[src/rtl/sdram_arb_pkg.sv]
// Shared types and default sizes for the two-port SDRAM arbiter.
// Owner ids: 0 is the video reader, 1 is the camera writer/CPU.
package sdram_arb_pkg;

  typedef enum logic [1:0] {
    ST_IDLE = 2'd0,
    ST_GNT0 = 2'd1,
    ST_GNT1 = 2'd2
  } arb_state_t;

  typedef logic owner_t;

  localparam owner_t OWNER_S0 = 1'b0;
  localparam owner_t OWNER_S1 = 1'b1;

  localparam int DEF_ADDR_W   = 25;
  localparam int DEF_DATA_W   = 32;
  localparam int DEF_HOLD_MAX = 16;
  localparam int DEF_MAX_PEND = 8;

endpackage

[src/rtl/sdram_arb_owner_fifo.sv]
// Records which requester issued each outstanding read, so returned data can be routed in order.
// A push into a full FIFO is allowed only in a cycle that also pops.
module sdram_arb_owner_fifo
  import sdram_arb_pkg::*;
#(
  parameter int DEPTH = DEF_MAX_PEND
) (
  input  logic   clk,
  input  logic   reset,
  input  logic   push,
  input  logic   pop,
  input  owner_t din,
  output logic   full,
  output logic   empty,
  output owner_t head
);

  localparam int AW = $clog2(DEPTH);
  localparam int CW = AW + 1;

  owner_t          mem [DEPTH];
  logic [AW-1:0]   wr_ptr;
  logic [AW-1:0]   rd_ptr;
  logic [CW-1:0]   count;
  logic            do_push;
  logic            do_pop;

  assign empty   = (count == '0);
  assign full    = (count == CW'(DEPTH));
  assign head    = mem[rd_ptr];
  assign do_pop  = pop && !empty;
  assign do_push = push && (!full || do_pop);

  always_ff @(posedge clk) begin
    if (do_push) mem[wr_ptr] <= din;
  end

  // Pointers wrap naturally because DEPTH is a power of two.
  always_ff @(posedge clk) begin
    if (reset) begin
      wr_ptr <= '0;
      rd_ptr <= '0;
      count  <= '0;
    end else begin
      if (do_push) wr_ptr <= wr_ptr + AW'(1);
      if (do_pop)  rd_ptr <= rd_ptr + AW'(1);
      unique case ({do_push, do_pop})
        2'b10:   count <= count + CW'(1);
        2'b01:   count <= count - CW'(1);
        default: count <= count;
      endcase
    end
  end

endmodule

[src/rtl/sdram_arbiter.sv]
// Two-requester Avalon-style arbiter in front of one SDRAM controller, with bounded
// grant hold under contention and in-order read data routing.
module sdram_arbiter
  import sdram_arb_pkg::*;
#(
  parameter int ADDR_W   = DEF_ADDR_W,
  parameter int DATA_W   = DEF_DATA_W,
  parameter int HOLD_MAX = DEF_HOLD_MAX,
  parameter int MAX_PEND = DEF_MAX_PEND
) (
  input  logic                clk,
  input  logic                reset,
  input  logic [ADDR_W-1:0]   s0_address,
  input  logic                s0_read,
  input  logic                s0_write,
  input  logic [DATA_W-1:0]   s0_writedata,
  input  logic [DATA_W/8-1:0] s0_byteenable,
  output logic                s0_waitrequest,
  output logic [DATA_W-1:0]   s0_readdata,
  output logic                s0_readdatavalid,
  input  logic [ADDR_W-1:0]   s1_address,
  input  logic                s1_read,
  input  logic                s1_write,
  input  logic [DATA_W-1:0]   s1_writedata,
  input  logic [DATA_W/8-1:0] s1_byteenable,
  output logic                s1_waitrequest,
  output logic [DATA_W-1:0]   s1_readdata,
  output logic                s1_readdatavalid,
  output logic [ADDR_W-1:0]   m_address,
  output logic                m_read,
  output logic                m_write,
  output logic [DATA_W-1:0]   m_writedata,
  output logic [DATA_W/8-1:0] m_byteenable,
  input  logic                m_waitrequest,
  input  logic [DATA_W-1:0]   m_readdata,
  input  logic                m_readdatavalid,
  output arb_state_t          state,
  output logic                err
);

  // Handshake: a request is taken when (m_read | m_write) is high and m_waitrequest is low;
  // a requester holds its command stable while its waitrequest is high.

  localparam int HW = $clog2(HOLD_MAX + 1);

  arb_state_t    state_next;
  logic [HW-1:0] hold_cnt;
  logic          req0, req1;
  logic          accept, stall, hold_hit;
  logic          fifo_full, fifo_empty;
  owner_t        fifo_head;
  logic          read_block;

  assign req0       = s0_read || s0_write;
  assign req1       = s1_read || s1_write;
  // A return in the same cycle frees a slot, so a read may be taken alongside the pop.
  assign read_block = fifo_full && !m_readdatavalid;

  always_comb begin
    m_address      = '0;
    m_read         = 1'b0;
    m_write        = 1'b0;
    m_writedata    = '0;
    m_byteenable   = '0;
    s0_waitrequest = 1'b1;
    s1_waitrequest = 1'b1;
    unique case (state)
      ST_GNT0: begin
        m_address      = s0_address;
        m_read         = s0_read && !read_block;
        m_write        = s0_write;
        m_writedata    = s0_writedata;
        m_byteenable   = s0_byteenable;
        s0_waitrequest = m_waitrequest || (s0_read && read_block);
      end
      ST_GNT1: begin
        m_address      = s1_address;
        m_read         = s1_read && !read_block;
        m_write        = s1_write;
        m_writedata    = s1_writedata;
        m_byteenable   = s1_byteenable;
        s1_waitrequest = m_waitrequest || (s1_read && read_block);
      end
      default: ;
    endcase
  end

  assign accept   = (m_read || m_write) && !m_waitrequest;
  assign stall    = (m_read || m_write) && m_waitrequest;
  assign hold_hit = accept && (hold_cnt >= HW'(HOLD_MAX - 1));

  always_comb begin
    state_next = state;
    unique case (state)
      ST_IDLE: begin
        if (req0)      state_next = ST_GNT0;
        else if (req1) state_next = ST_GNT1;
      end
      ST_GNT0: begin
        if (!stall) begin
          if (!req0)                 state_next = req1 ? ST_GNT1 : ST_IDLE;
          else if (hold_hit && req1) state_next = ST_GNT1;
        end
      end
      ST_GNT1: begin
        if (!stall) begin
          if (!req1)                 state_next = req0 ? ST_GNT0 : ST_IDLE;
          else if (hold_hit && req0) state_next = ST_GNT0;
        end
      end
      default: state_next = ST_IDLE;
    endcase
  end

  always_ff @(posedge clk) begin
    if (reset) begin
      state    <= ST_IDLE;
      hold_cnt <= '0;
      err      <= 1'b0;
    end else begin
      state <= state_next;
      if (state_next != state)                        hold_cnt <= '0;
      else if (accept && hold_cnt != HW'(HOLD_MAX))   hold_cnt <= hold_cnt + HW'(1);
      if (m_readdatavalid && fifo_empty) err <= 1'b1;
    end
  end

  sdram_arb_owner_fifo #(.DEPTH(MAX_PEND)) u_owner_fifo (
    .clk   (clk),
    .reset (reset),
    .push  (accept && m_read),
    .pop   (m_readdatavalid),
    .din   ((state == ST_GNT1) ? OWNER_S1 : OWNER_S0),
    .full  (fifo_full),
    .empty (fifo_empty),
    .head  (fifo_head)
  );

  assign s0_readdata      = m_readdata;
  assign s1_readdata      = m_readdata;
  assign s0_readdatavalid = m_readdatavalid && !fifo_empty && (fifo_head == OWNER_S0);
  assign s1_readdatavalid = m_readdatavalid && !fifo_empty && (fifo_head == OWNER_S1);

endmodule
[config.mk]
export PLATFORM = sky130hd
export DESIGN_NAME = sdram_arbiter
export DESIGN_NICKNAME = d
export VERILOG_FILES = /design/src/rtl/sdram_arb_pkg.sv /design/src/rtl/sdram_arb_owner_fifo.sv /design/src/rtl/sdram_arbiter.sv
export SDC_FILE = /design/constraint.sdc
export NUM_CORES = 1
export LEC_CHECK = 0
export BUFFER_PORTS_ARGS = -buffer_cell sky130_fd_sc_hd__clkbuf_2
export CAP_MARGIN = 15
export CORE_AREA = 2 2 115 117
export CTS_CLUSTER_SIZE = 25
export DETAILED_ROUTE_END_ITERATION = 16
export DIE_AREA = 0 0 117 119
export REMOVE_ABC_BUFFERS = 1
export SETUP_SLACK_MARGIN = 0.02
export SLEW_MARGIN = 20
export SYNTH_ARGS = -nofsm -noshare
export SYNTH_HDL_FRONTEND = slang
export SYNTH_HIERARCHICAL = 1
export SYNTH_SLANG_ARGS = --single-unit
[constraint.sdc]
create_clock -name clk -period 3.75 [get_ports clk]
set_input_delay 0.1875 -clock clk [delete_from_list [all_inputs] [get_ports clk]]
set_output_delay 0.1875 -clock clk [all_outputs]
set_load 0.03 [all_outputs]
==> impl_metrics.env <==
export IMPL_ir_drop_mv=0.199
export IMPL_clkTransAtPathRegs_ns=0.05
export IMPL_drive_gt1_share_pct=42.4
export IMPL_reg2reg_from="state[0]"
export IMPL_rows=42
export IMPL_viasPerCell=4.95
export IMPL_port_buffers=199
export IMPL_p_per_area_nw_per_um2=404
export IMPL_finalWirelength_um=12000
export IMPL_yosysTopAreaCell="buf_4"
export IMPL_min_period_over_period_pct=81.7
export IMPL_htree_num_levels=2
export IMPL_max_slew_margin_pct=57.1
export IMPL_worst_pin_slew_ns=0.644
export IMPL_min_delay_start="reset"
export IMPL_period_needed_ns=3.07
export IMPL_final_cell_mix="199 x clkbuf_2, 64 x nor2b_1, 62 x a22oi_1, 21 x nor2_1, 21 x dfxtp_1"
export IMPL_fmax_mhz=326
export IMPL_clk_latency_ns=0.27
export IMPL_ys_types=60
export IMPL_grt_antenna_before_repair=0
export IMPL_clockBufferDepth=2
export IMPL_syn_area_um2=3260
export IMPL_dr_total_vias=3475
export IMPL_power_clock_fraction_pct=27.5
export IMPL_critPathMaxFanout=11
export IMPL_status="completed"
export IMPL_cts_hold_buf=0
export IMPL_final_common_cell="clkbuf_2"
export IMPL_core_um2=12900
export IMPL_grt_max_degree=70
export IMPL_initial_core_util_pct=25.4
export IMPL_arrival_ns=3.26
export IMPL_die_h_um=119
export IMPL_setup_tns_ns=0
export IMPL_setup_viol=0
export IMPL_synth_edf_count=8
export IMPL_p_sw_mw=0.660
export IMPL_ys_flop_type="dfxtp_1"
export IMPL_crit_type="register to register"
export IMPL_critical_path_required_ns=3.95
export IMPL_pwr_share_comb_pct=47.3
export IMPL_grt_overflow_total=0
export IMPL_fin_nets=700
export IMPL_hold_viol_final=0
export IMPL_synth_warnings=6
export IMPL_rsz0062_at_grt="no"
export IMPL_p_sw_share_pct=39.9
export IMPL_ys_seq_area_share_pct=20.2
export IMPL_final_core_util_pct=31.8
export IMPL_hp_class="input port to register"
export IMPL_gp_congestion=0.887
export IMPL_syn_inst=405
export IMPL_root_buffer="clkbuf_16"
export IMPL_ioPinCount=296
export IMPL_clock_skew_ns=0.00630
export IMPL_async_reset_ff_share_pct=0
export IMPL_fp_dieW_um=117
export IMPL_post_drt_wl_per_cell_um=17.1
export IMPL_cp_startpoint="state[0]"
export IMPL_p_leak_nw=1.81
export IMPL_drtIter0Drc=145
export IMPL_synth_top_area_share_pct=14.7
export IMPL_clkSinkCount=29
export IMPL_cap_violations=0
export IMPL_dp_hpwl_um=9750
export IMPL_drt_pass1_iter_count=4
export IMPL_yosys_register_bits=29
export IMPL_power_frac_seq_pct=25.2
export IMPL_ant_nets=0
export IMPL_grt_pass1_wl_um=17800
export IMPL_antenna_cells=0
export IMPL_hold_slack_ns=0.335
export IMPL_cts_tree="yes"
export IMPL_cts_setup_buffers=0
export IMPL_drc_errors=0
export IMPL_die_area_um2=13900
export IMPL_area_growth_pct=25.3
export IMPL_synthTopCellsByArea="buf_4 15%, a22oi_1 14%, dfxtp_1 13%"
export IMPL_cts_resized=0
export IMPL_syn_avg_cell_area_um2=8.06
export IMPL_slew_viol_final=0
export IMPL_cp_end_kind="register"
export IMPL_internal_power_mw=0.993
export IMPL_grt_pass1_vias=3292
export IMPL_cts_buffers=5
export IMPL_critPathLaunchType="register"
export IMPL_grtUsageTotal_pct=16.4
power groups by stage:
stage          Sequential (mW)  Combinational (mW)  Clock [mW]
5_1_grt                  0.424               0.857       0.480
6_report                 0.416               0.783       0.454
2_1_floorplan            0.421               0.546           0
3_5_place_dp             0.421               0.781           0
4_1_cts                  0.415               0.786       0.465
3_3_place_gp             0.417               0.767           0
worst max-delay path, cell delays in order (launching register included):
cell      delay, ns
dfxtp_1        0.48
inv_1          0.14
ha_2           0.22
mux2_4         0.30
nand3_1        0.21
nor2_1         0.06
buf_4          0.18
or2_1          0.27
inv_2          0.08
ha_1           0.25
a21oi_1        0.29
nor4bb_1       0.25
o21bai_1       0.11
a31oi_1        0.13
path summary, 6_finish.rpt:
check	end	slack (ns)	cells past startpoint
setup / recovery	u_owner_fifo/count[3]	0.68	13
hold / removal	u_owner_fifo/count[0]	0.33	2
setup reg to reg	u_owner_fifo/count[3]	0.68	13
hold reg to reg	err	0.47	2
kinds of logic after synthesis:
family,Yosys count,share of synthesized area (%)
simple gates,134,23.3
compound gates,109,25.3
buf+inv,101,19.5
flops,29,20.2
fa+ha+maj,13,5.21
mux,10,4.06
xor+xnor,9,2.41
area by class of cell:
class,count,area (um^2)
fillers,1354,8780
multi-input cells,275,1970
repair buffers,203,1030
flip-flops and latches,29,661
well taps,176,220
clock buffers,5,125
clock inverters,3,46.3
inverters,11,41.3
synthesized netlist by cell type, drive strengths merged (3+ instances only):
master,n
buf,68
nor2b,64
a22oi,62
clkbuf,22
dfxtp,21
nor2,21
ha,12
nand2,12
inv,11
a211oi,9
o21ai,9
edfxtp,8
nand2b,8
nor3,7
a21oi,6
mux2i,5
o211ai,5
xor2,5
nand3,4
nand3b,4
xnor2,4
a31oi,3
mux2,3
or2,3
routing by layer:
metal	GRT usage [%]	wire length (um)	vias up
li1	-	-	1629
met1	20.7	5030	1619
met2	24.3	5290	207
met3	9.67	1530	18
met4	2.13	97	2
met5	5.88	57	-
stage by stage:
step / setup slack, ns / area (um^2) / std cells / power, mW
2_1_floorplan: -0.532 / 2670 / 315 / 0.968
3_3_place_gp: 0.827 / 3920 / 694 / 1.18
3_5_place_dp: 0.722 / 3920 / 694 / 1.20
4_1_cts: 0.689 / 4090 / 702 / 1.67
5_1_grt: 0.454 / 4090 / 702 / 1.76
6_report: 0.684 / 4090 / 702 / 1.65
Note: power is estimated with default switching activity, not from simulation.
